`src/rtl/scrambler_pkg.sv`:
```
// Shared types and constants for the scrambler XOR stage.
// LFSR seed register window, FSM states and default widths.
package scrambler_pkg;

  localparam int POLY_WIDTH_DEF = 195;
  localparam int DATA_WIDTH_DEF = 32;
  localparam int LEN_WIDTH_DEF  = 16;

  localparam logic [11:0] LFSR_ADDR_FIRST = 12'h0E8;
  localparam logic [11:0] LFSR_ADDR_LAST  = 12'h0EE;

  typedef enum logic [1:0] {
    IDLE  = 2'd0,
    RUN   = 2'd1,
    DRAIN = 2'd2
  } scr_state_t;

  function automatic logic is_seed_addr(
    input logic [11:0] a
  );
    return (a >= LFSR_ADDR_FIRST) &&
           (a <= LFSR_ADDR_LAST);
  endfunction

endpackage

```
`src/rtl/scrambler_xor_stage_if.sv`:
```
// Input/output stream bundle of the scrambler.
// master drives words in and takes them out; slave is the stage.
interface scrambler_xor_stage_if
  import scrambler_pkg::*;
#(
  parameter int DATA_WIDTH = DATA_WIDTH_DEF
);

  logic                  in_valid;
  logic                  in_ready;
  logic [DATA_WIDTH-1:0] in_data;
  logic                  out_valid;
  logic                  out_ready;
  logic [DATA_WIDTH-1:0] out_data;
  logic                  out_last;

  modport master (
    output in_valid,
    output in_data,
    output out_ready,
    input  in_ready,
    input  out_valid,
    input  out_data,
    input  out_last
  );

  modport slave (
    input  in_valid,
    input  in_data,
    input  out_ready,
    output in_ready,
    output out_valid,
    output out_data,
    output out_last
  );

endinterface

```
`src/rtl/scr_out_fifo2.sv`:
```
// Two-entry output FIFO holding {last, data} words.
// Push and pop in one cycle keep the count and ordering.
module scr_out_fifo2 #(
  parameter int WIDTH = 33
) (
  input  logic             clk,
  input  logic             rst,
  input  logic             push,
  input  logic [WIDTH-1:0] push_data,
  input  logic             pop,
  output logic [WIDTH-1:0] head,
  output logic [1:0]       count
);

  logic [WIDTH-1:0] mem [2];
  logic             wr_ptr;
  logic             rd_ptr;
  logic             do_push;
  logic             do_pop;

  assign do_pop  = pop & (count != 2'd0);
  assign do_push = push & ((count != 2'd2) | do_pop);
  assign head    = mem[rd_ptr];

  // storage, pointers and occupancy
  always_ff @(posedge clk) begin
    if (rst) begin
      mem[0] <= '0;
      mem[1] <= '0;
      wr_ptr <= 1'b0;
      rd_ptr <= 1'b0;
      count  <= 2'd0;
    end else begin
      if (do_push) begin
        mem[wr_ptr] <= push_data;
        wr_ptr      <= ~wr_ptr;
      end
      if (do_pop) begin
        rd_ptr <= ~rd_ptr;
      end
      unique case ({do_push, do_pop})
        2'b10:   count <= count + 2'd1;
        2'b01:   count <= count - 2'd1;
        default: count <= count;
      endcase
    end
  end

endmodule

```
`src/rtl/scrambler_xor_stage.sv`:
```
// XORs framed data words with an LFSR keystream slice.
// Optional SCRAMBLER_BYPASS_EN adds a per-frame bypass input.
module scrambler_xor_stage
  import scrambler_pkg::*;
#(
  parameter int POLY_WIDTH = POLY_WIDTH_DEF,
  parameter int DATA_WIDTH = DATA_WIDTH_DEF,
  parameter int KEY_LSB    = 0,
  parameter int LEN_WIDTH  = LEN_WIDTH_DEF
) (
  input  logic                  clk,
  input  logic                  rst,
  input  logic                  start,
  input  logic [LEN_WIDTH-1:0]  frame_len,
  input  logic                  write,
  input  logic [11:0]           addr,
  input  logic [POLY_WIDTH-1:0] lfsr_state,
  output logic                  lfsr_enable,
  output logic                  busy,
  output logic                  done,
  output logic                  seed_err,
`ifdef SCRAMBLER_BYPASS_EN
  input  logic                  bypass,
`endif
  scrambler_xor_stage_if.slave  strm
);

  scr_state_t           state;
  scr_state_t           state_nxt;
  logic [LEN_WIDTH-1:0] remaining;
  logic [1:0]           count;
  logic [DATA_WIDTH:0]  head;
  logic [DATA_WIDTH-1:0] key;
  logic                 accept;
  logic                 pop;
  logic                 last_word;
  logic                 fsm_done;
  logic                 unused_lfsr;

  assign unused_lfsr = ^lfsr_state;

`ifdef SCRAMBLER_BYPASS_EN
  logic bypass_q;

  // keystream is zero and the LFSR is left alone in bypass
  always_comb begin
    key         = bypass_q ? '0 :
                  lfsr_state[KEY_LSB +: DATA_WIDTH];
    lfsr_enable = accept & ~bypass_q;
  end

  // bypass choice held for the whole frame
  always_ff @(posedge clk) begin
    if (rst) begin
      bypass_q <= 1'b0;
    end else if (state == IDLE && start) begin
      bypass_q <= bypass;
    end
  end
`else
  // one LFSR step-group per accepted word
  always_comb begin
    key         = lfsr_state[KEY_LSB +: DATA_WIDTH];
    lfsr_enable = accept;
  end
`endif

  assign busy          = (state != IDLE);
  assign strm.in_ready = (state == RUN) &&
                         (count != 2'd2);
  assign accept        = strm.in_valid &
                         strm.in_ready & ~rst;
  assign strm.out_valid = (count != 2'd0);
  assign pop           = strm.out_valid &
                         strm.out_ready;
  assign strm.out_data = head[DATA_WIDTH-1:0];
  assign strm.out_last = head[DATA_WIDTH];
  assign last_word     =
    (remaining == LEN_WIDTH'(1));
  assign done          = fsm_done & ~rst;

  // next-state and frame completion pulse
  always_comb begin
    state_nxt = state;
    fsm_done  = 1'b0;
    unique case (1'b1)
      (state == IDLE): begin
        if (start) state_nxt = RUN;
      end
      (state == RUN): begin
        if (accept && last_word)
          state_nxt = DRAIN;
      end
      default: begin
        if (pop && count == 2'd1) begin
          state_nxt = IDLE;
          fsm_done  = 1'b1;
        end
      end
    endcase
  end

  // state, word counter and sticky seed guard
  always_ff @(posedge clk) begin
    if (rst) begin
      state     <= IDLE;
      remaining <= '0;
      seed_err  <= 1'b0;
    end else begin
      state <= state_nxt;
      if (state == IDLE && start) begin
        remaining <= (frame_len == '0) ?
                     LEN_WIDTH'(1) : frame_len;
        seed_err  <= 1'b0;
      end else begin
        if (accept)
          remaining <= remaining - LEN_WIDTH'(1);
        if (busy && write && is_seed_addr(addr))
          seed_err <= 1'b1;
      end
    end
  end

  scr_out_fifo2 #(
    .WIDTH (DATA_WIDTH + 1)
  ) u_fifo (
    .clk       (clk),
    .rst       (rst),
    .push      (accept),
    .push_data ({last_word, strm.in_data ^ key}),
    .pop       (pop),
    .head      (head),
    .count     (count)
  );

endmodule

```
`src/flat_wrapper.sv`:
```
// flat-port wrapper written by rule: the top's interface ports become plain ports
module scrambler_xor_stage_flat import scrambler_pkg::*;
#(
  parameter int POLY_WIDTH = POLY_WIDTH_DEF,
  parameter int DATA_WIDTH = DATA_WIDTH_DEF,
  parameter int KEY_LSB    = 0,
  parameter int LEN_WIDTH  = LEN_WIDTH_DEF
)
  (clk, rst, start, frame_len, write, addr, lfsr_state, lfsr_enable, busy, done, seed_err, strm_in_valid, strm_in_data, strm_out_ready, strm_in_ready, strm_out_valid, strm_out_data, strm_out_last);
  scrambler_xor_stage_if #(.DATA_WIDTH(DATA_WIDTH)) strm_i ();
  input  logic clk;
  input  logic rst;
  input  logic start;
  input  logic [LEN_WIDTH-1:0] frame_len;
  input  logic write;
  input  logic [11:0] addr;
  input  logic [POLY_WIDTH-1:0] lfsr_state;
  output logic lfsr_enable;
  output logic busy;
  output logic done;
  output logic seed_err;
  input wire logic [$bits(strm_i.in_valid)-1:0] strm_in_valid;
  input wire logic [$bits(strm_i.in_data)-1:0] strm_in_data;
  input wire logic [$bits(strm_i.out_ready)-1:0] strm_out_ready;
  output wire logic [$bits(strm_i.in_ready)-1:0] strm_in_ready;
  output wire logic [$bits(strm_i.out_valid)-1:0] strm_out_valid;
  output wire logic [$bits(strm_i.out_data)-1:0] strm_out_data;
  output wire logic [$bits(strm_i.out_last)-1:0] strm_out_last;
  assign strm_i.in_valid = strm_in_valid;
  assign strm_i.in_data = strm_in_data;
  assign strm_i.out_ready = strm_out_ready;
  assign strm_in_ready = strm_i.in_ready;
  assign strm_out_valid = strm_i.out_valid;
  assign strm_out_data = strm_i.out_data;
  assign strm_out_last = strm_i.out_last;
  scrambler_xor_stage #(.POLY_WIDTH(POLY_WIDTH), .DATA_WIDTH(DATA_WIDTH), .KEY_LSB(KEY_LSB), .LEN_WIDTH(LEN_WIDTH)) u_core (.clk(clk), .rst(rst), .start(start), .frame_len(frame_len), .write(write), .addr(addr), .lfsr_state(lfsr_state), .lfsr_enable(lfsr_enable), .busy(busy), .done(done), .seed_err(seed_err), .strm(strm_i));
endmodule
```
`config.mk`:
```
export PLATFORM = sky130hd
export DESIGN_NAME = scrambler_xor_stage_flat
export DESIGN_NICKNAME = d
export VERILOG_FILES = /design/src/rtl/scrambler_pkg.sv /design/src/rtl/scrambler_xor_stage_if.sv /design/src/rtl/scr_out_fifo2.sv /design/src/rtl/scrambler_xor_stage.sv /design/src/flat_wrapper.sv
export SDC_FILE = /design/constraint.sdc
export NUM_CORES = 1
export LEC_CHECK = 0
export BUFFER_PORTS_ARGS = -buffer_cell sky130_fd_sc_hd__buf_2
export CAP_MARGIN = 10
export CORE_AREA = 2 2 118 120
export CTS_CLUSTER_DIAMETER = 60
export DETAILED_ROUTE_END_ITERATION = 16
export DIE_AREA = 0 0 120 122
export PLACE_DENSITY = 0.66
export SYNTH_ARGS = -nofsm -noshare
export SYNTH_HDL_FRONTEND = slang
export SYNTH_SLANG_ARGS = --single-unit
export TNS_END_PERCENT = 1
```
`constraint.sdc`:
```
create_clock -name clk -period 7.9 [get_ports clk]
set_clock_uncertainty 0.2 [all_clocks]
set_input_delay 0.395 -clock clk [delete_from_list [all_inputs] [get_ports clk]]
set_output_delay 0.395 -clock clk [all_outputs]
set_load 0.02 [all_outputs]
```
==> run_results.csv <==
group,metric,value,unit
synth,dominantRegCellSynth,"sky130_fd_sc_hd__edfxtp_1",
setup_path,timing.critical_path.cells,"inv_1, ha_1, nor3b_1, nand3_1, clkinv_1, nand2_1, nand2_1, buf_4",
routing,drc_errors,0,
global_routing,grt_first_pass_wirelength,18400,µm
die,dieArea,14600,µm²
synth,postSynth.asyncResetShare,0,%
finish,fillCellCount,1332,
place,gp_routability_congestion,0.841,
setup_path,crit_type,"reg -> reg",
place,place.detailed.hpwl,9060,µm
synth,postSynthAreaPerCell,11.4,µm²
synth,ys.warnings.count,0,
clocking,cts.sink_count,90,
clocking,cts-root-buf,"sky130_fd_sc_hd__clkbuf_16",
finish,nNetsFinal,784,
sta,tmin_final,3.17,ns
finish,areaGrowthSynthToFinish,26.4,%
synth,synthesis.area,4400,µm²
global_routing,grt_util_all_layers,17.0,%
sta,final.hold.worst_slack,0.0940,ns
global_routing,number_of_global_route_vias_before_repair,3416,
global_routing,grt_max_degree,34,
sta,final-max-slew-violation-count,0,
setup_path,timing.critical_path.buf_inv,3,
setup_path,critPathCaptureType,"flip-flop",
clocking,numCtsBuffers,9,
finish,layout-drive-gt1-share,37.4,%
synth,synth_top_cells_by_area,"sky130_fd_sc_hd__edfxtp_1 (45%), sky130_fd_sc_hd__dfxtp_1 (11%), sky130_fd_sc_hd__mux2_2 (8.5%)",
finish,antenna-diode-count,0,
sta,least_margin_pin_slew,1.01,ns
clocking,clock_tree.htree_level_count,3,
routing,wire_per_inst,17.7,µm
routing,drtIter0Drc,219,
clocking,number_of_buffers_on_the_longest_clock_path,2,
setup_path,worst_path_most_repeated_cell,"sky130_fd_sc_hd__nand2_1",
setup_path,cpLargestDelayFamily,"simple AND/OR/NAND/NOR gates",
outcome,status,"finished, final reports clean",
place,port_buffers,136,
sta,finalSetupTns,0,ns
sta,max_freq,316,MHz
power_and_ir_drop,p_leak,2.24,nW
die,design.core.area,13500,µm²
synth,postSynthNetCount,651,
global_routing,antenna_found_initial,1,
clocking,cts_tree,"built",
sta,finalSetupViolCount,0,
routing,via_per_inst,4.96,
sta,final_min_period_over_clock_period,40.1,%
synth,postSynthCellCount,384,
setup_path,critical_path.slowest_cell,"sky130_fd_sc_hd__nand2_1",
die,rows,43,
routing,drt-pass1-iter-count,5,
synth,yosys.area.top_type_share,45.1,%
clocking,post_cts.repair.setup_buffers,0,
place,detailedPlace.worstSlack,4.65,ns
sta,timing.final.ws_setup,4.73,ns
flow_run,max_cap_viol_count,0,
sta,finalHoldViolations,0,
sta,grt_setup_unrepaired,"false",
die,die_w,120,µm
power_and_ir_drop,worst_ir_drop_vdd,0.000143,V
finish,most-common-layout-cells,"sky130_fd_sc_hd__buf_2 (136), sky130_fd_sc_hd__nor2_1 (88), sky130_fd_sc_hd__edfxtp_1 (66)",
clocking,clk_pin_slew_worst_paths,0.07,ns
global_routing,overflow,0,
clocking,worstSkewPairLatency,0.35,ns
setup_path,arrival,2.99,ns
sta,slew_headroom,32.3,%
setup_path,critical_path.max_stage_delay,0.48,ns
synth,synth_top_area_cell,"sky130_fd_sc_hd__edfxtp_1",
power_and_ir_drop,power.density_cell_area,249,nW/µm²
die,die_y,122,µm
setup_path,crit_path_max_fanout,20,
hold_path,min_path_type,"in -> reg",
die,num_io_pins,300,
clocking,postCtsHoldBufs,0,
routing,antenna_violating_nets_post_route,0,
power_and_ir_drop,total_power,1.38,mW
synth,postSynthRegisterBits,90,
finish,commonest_non_fill_non_tap_cell_in_the_layout,"sky130_fd_sc_hd__buf_2",
clocking,post_cts_resized,0,
setup_path,worst_ep_required_time,7.72,ns
routing,routed-via-count,3484,
die,floorplan.initialDensity,32.5,%
synth,ys_seq_area_share,56.0,%
setup_path,launching_element_type_of_the_critical_path,"flip-flop",
synth,synth_enable_flop_cells,66,
routing,detail_route.wirelength,12400,µm
synth,post_synth_num_cell_types,57,
-- cell usage after synthesis (2+ instances only) --
master,n
sky130_fd_sc_hd__o211ai_1,2
sky130_fd_sc_hd__and4b_1,2
sky130_fd_sc_hd__nor2b_1,3
sky130_fd_sc_hd__nor3b_1,2
sky130_fd_sc_hd__buf_2,4
sky130_fd_sc_hd__mux2_2,33
sky130_fd_sc_hd__nor4b_1,3
sky130_fd_sc_hd__o21ai_0,4
sky130_fd_sc_hd__a21oi_1,5
sky130_fd_sc_hd__or4_1,2
sky130_fd_sc_hd__nor4_1,8
sky130_fd_sc_hd__a21o_1,2
sky130_fd_sc_hd__nand3_1,8
sky130_fd_sc_hd__clkbuf_1,13
sky130_fd_sc_hd__a211oi_1,4
sky130_fd_sc_hd__inv_1,7
sky130_fd_sc_hd__dfxtp_1,24
sky130_fd_sc_hd__nand4_1,3
sky130_fd_sc_hd__nand2_1,9
sky130_fd_sc_hd__or2_2,2
sky130_fd_sc_hd__edfxtp_1,66
sky130_fd_sc_hd__o311ai_0,3
sky130_fd_sc_hd__xor2_1,5
sky130_fd_sc_hd__o41ai_1,2
sky130_fd_sc_hd__xnor2_1,35
sky130_fd_sc_hd__or3_1,3
sky130_fd_sc_hd__ha_1,6
sky130_fd_sc_hd__a2bb2oi_1,2
sky130_fd_sc_hd__nor3_1,3
sky130_fd_sc_hd__a31oi_1,4
sky130_fd_sc_hd__nor2_1,88
sky130_fd_sc_hd__a32oi_1,2
-- cell type report --
cell class | instances | area (µm²) | share of cell area (%)
clock buffers | 10 | 229 | 4.12
clock inverters | 6 | 63.8 | 1.15
inverters | 8 | 30.0 | 0.541
multi-input cells | 267 | 1830 | 32.9
flip-flops and latches | 90 | 2460 | 44.3
well taps | 180 | 225 | 4.05
repair buffers | 141 | 718 | 12.9
-- flip-flops by register name, summed over array words and instances (netlist names), named ones only --
signal,flops
u_core.remaining,16
u_core.seed_err,1
u_core.state,2
u_core.u_fifo.count,2
u_core.u_fifo.mem,66
u_core.u_fifo.rd_ptr,1
u_core.u_fifo.wr_ptr,1
-- where the power goes --
group	internal, mW	switching (mW)
Sequential	0.545	0.0494
Clock	0.246	0.183
Combinational	0.157	0.204
-- kinds of logic (layout without fill, tap and decap cells) --
| family | after synthesis | count (layout) | share of synthesized area [%] |
|---|---|---|---|
| buffers and inverters | 27 | 165 | 2.45 |
| multiplexers | 34 | 34 | 8.68 |
| XOR/XNOR | 40 | 40 | 7.97 |
| flip-flops | 90 | 90 | 56.0 |
| adder cells (fa/ha/maj) | 6 | 6 | 1.71 |
| AO/OA/AOI/OAI | 42 | 42 | 7.29 |
| AND/OR/NAND/NOR | 145 | 145 | 15.9 |
-- layer usage --
layer | track usage [%] | vias to the layer above | wire, µm
li1 | - | 1666 | -
met1 | 23.5 | 1647 | 5710
met2 | 24.2 | 152 | 5230
met3 | 7.07 | 17 | 1300
met4 | 5.44 | 2 | 147
met5 | 0 | - | 13
-- through the flow --
stage	utilization, %	cell area [µm²]	instances
2_1_floorplan	-	4400	384
3_3_place_gp	39.0	5260	686
3_5_place_dp	39.0	5260	686
4_1_cts	41.1	5560	702
5_1_grt	41.1	5560	702
6_report	41.1	5560	702
-- worst paths after layout --
path,from,end,slack [ns],cells after the start
worst max-delay path,u_core.u_fifo.count[0],u_core.u_fifo.mem[1][10],4.73,8
worst max register to register,u_core.u_fifo.count[0],u_core.u_fifo.mem[1][10],4.73,8
worst min-delay path,frame_len[5],u_core.remaining[5],0.09,2
worst min register to register,u_core.u_fifo.rd_ptr,flip-flop,0.32,2
No activity file was read; power rests on OpenSTA's default activity.
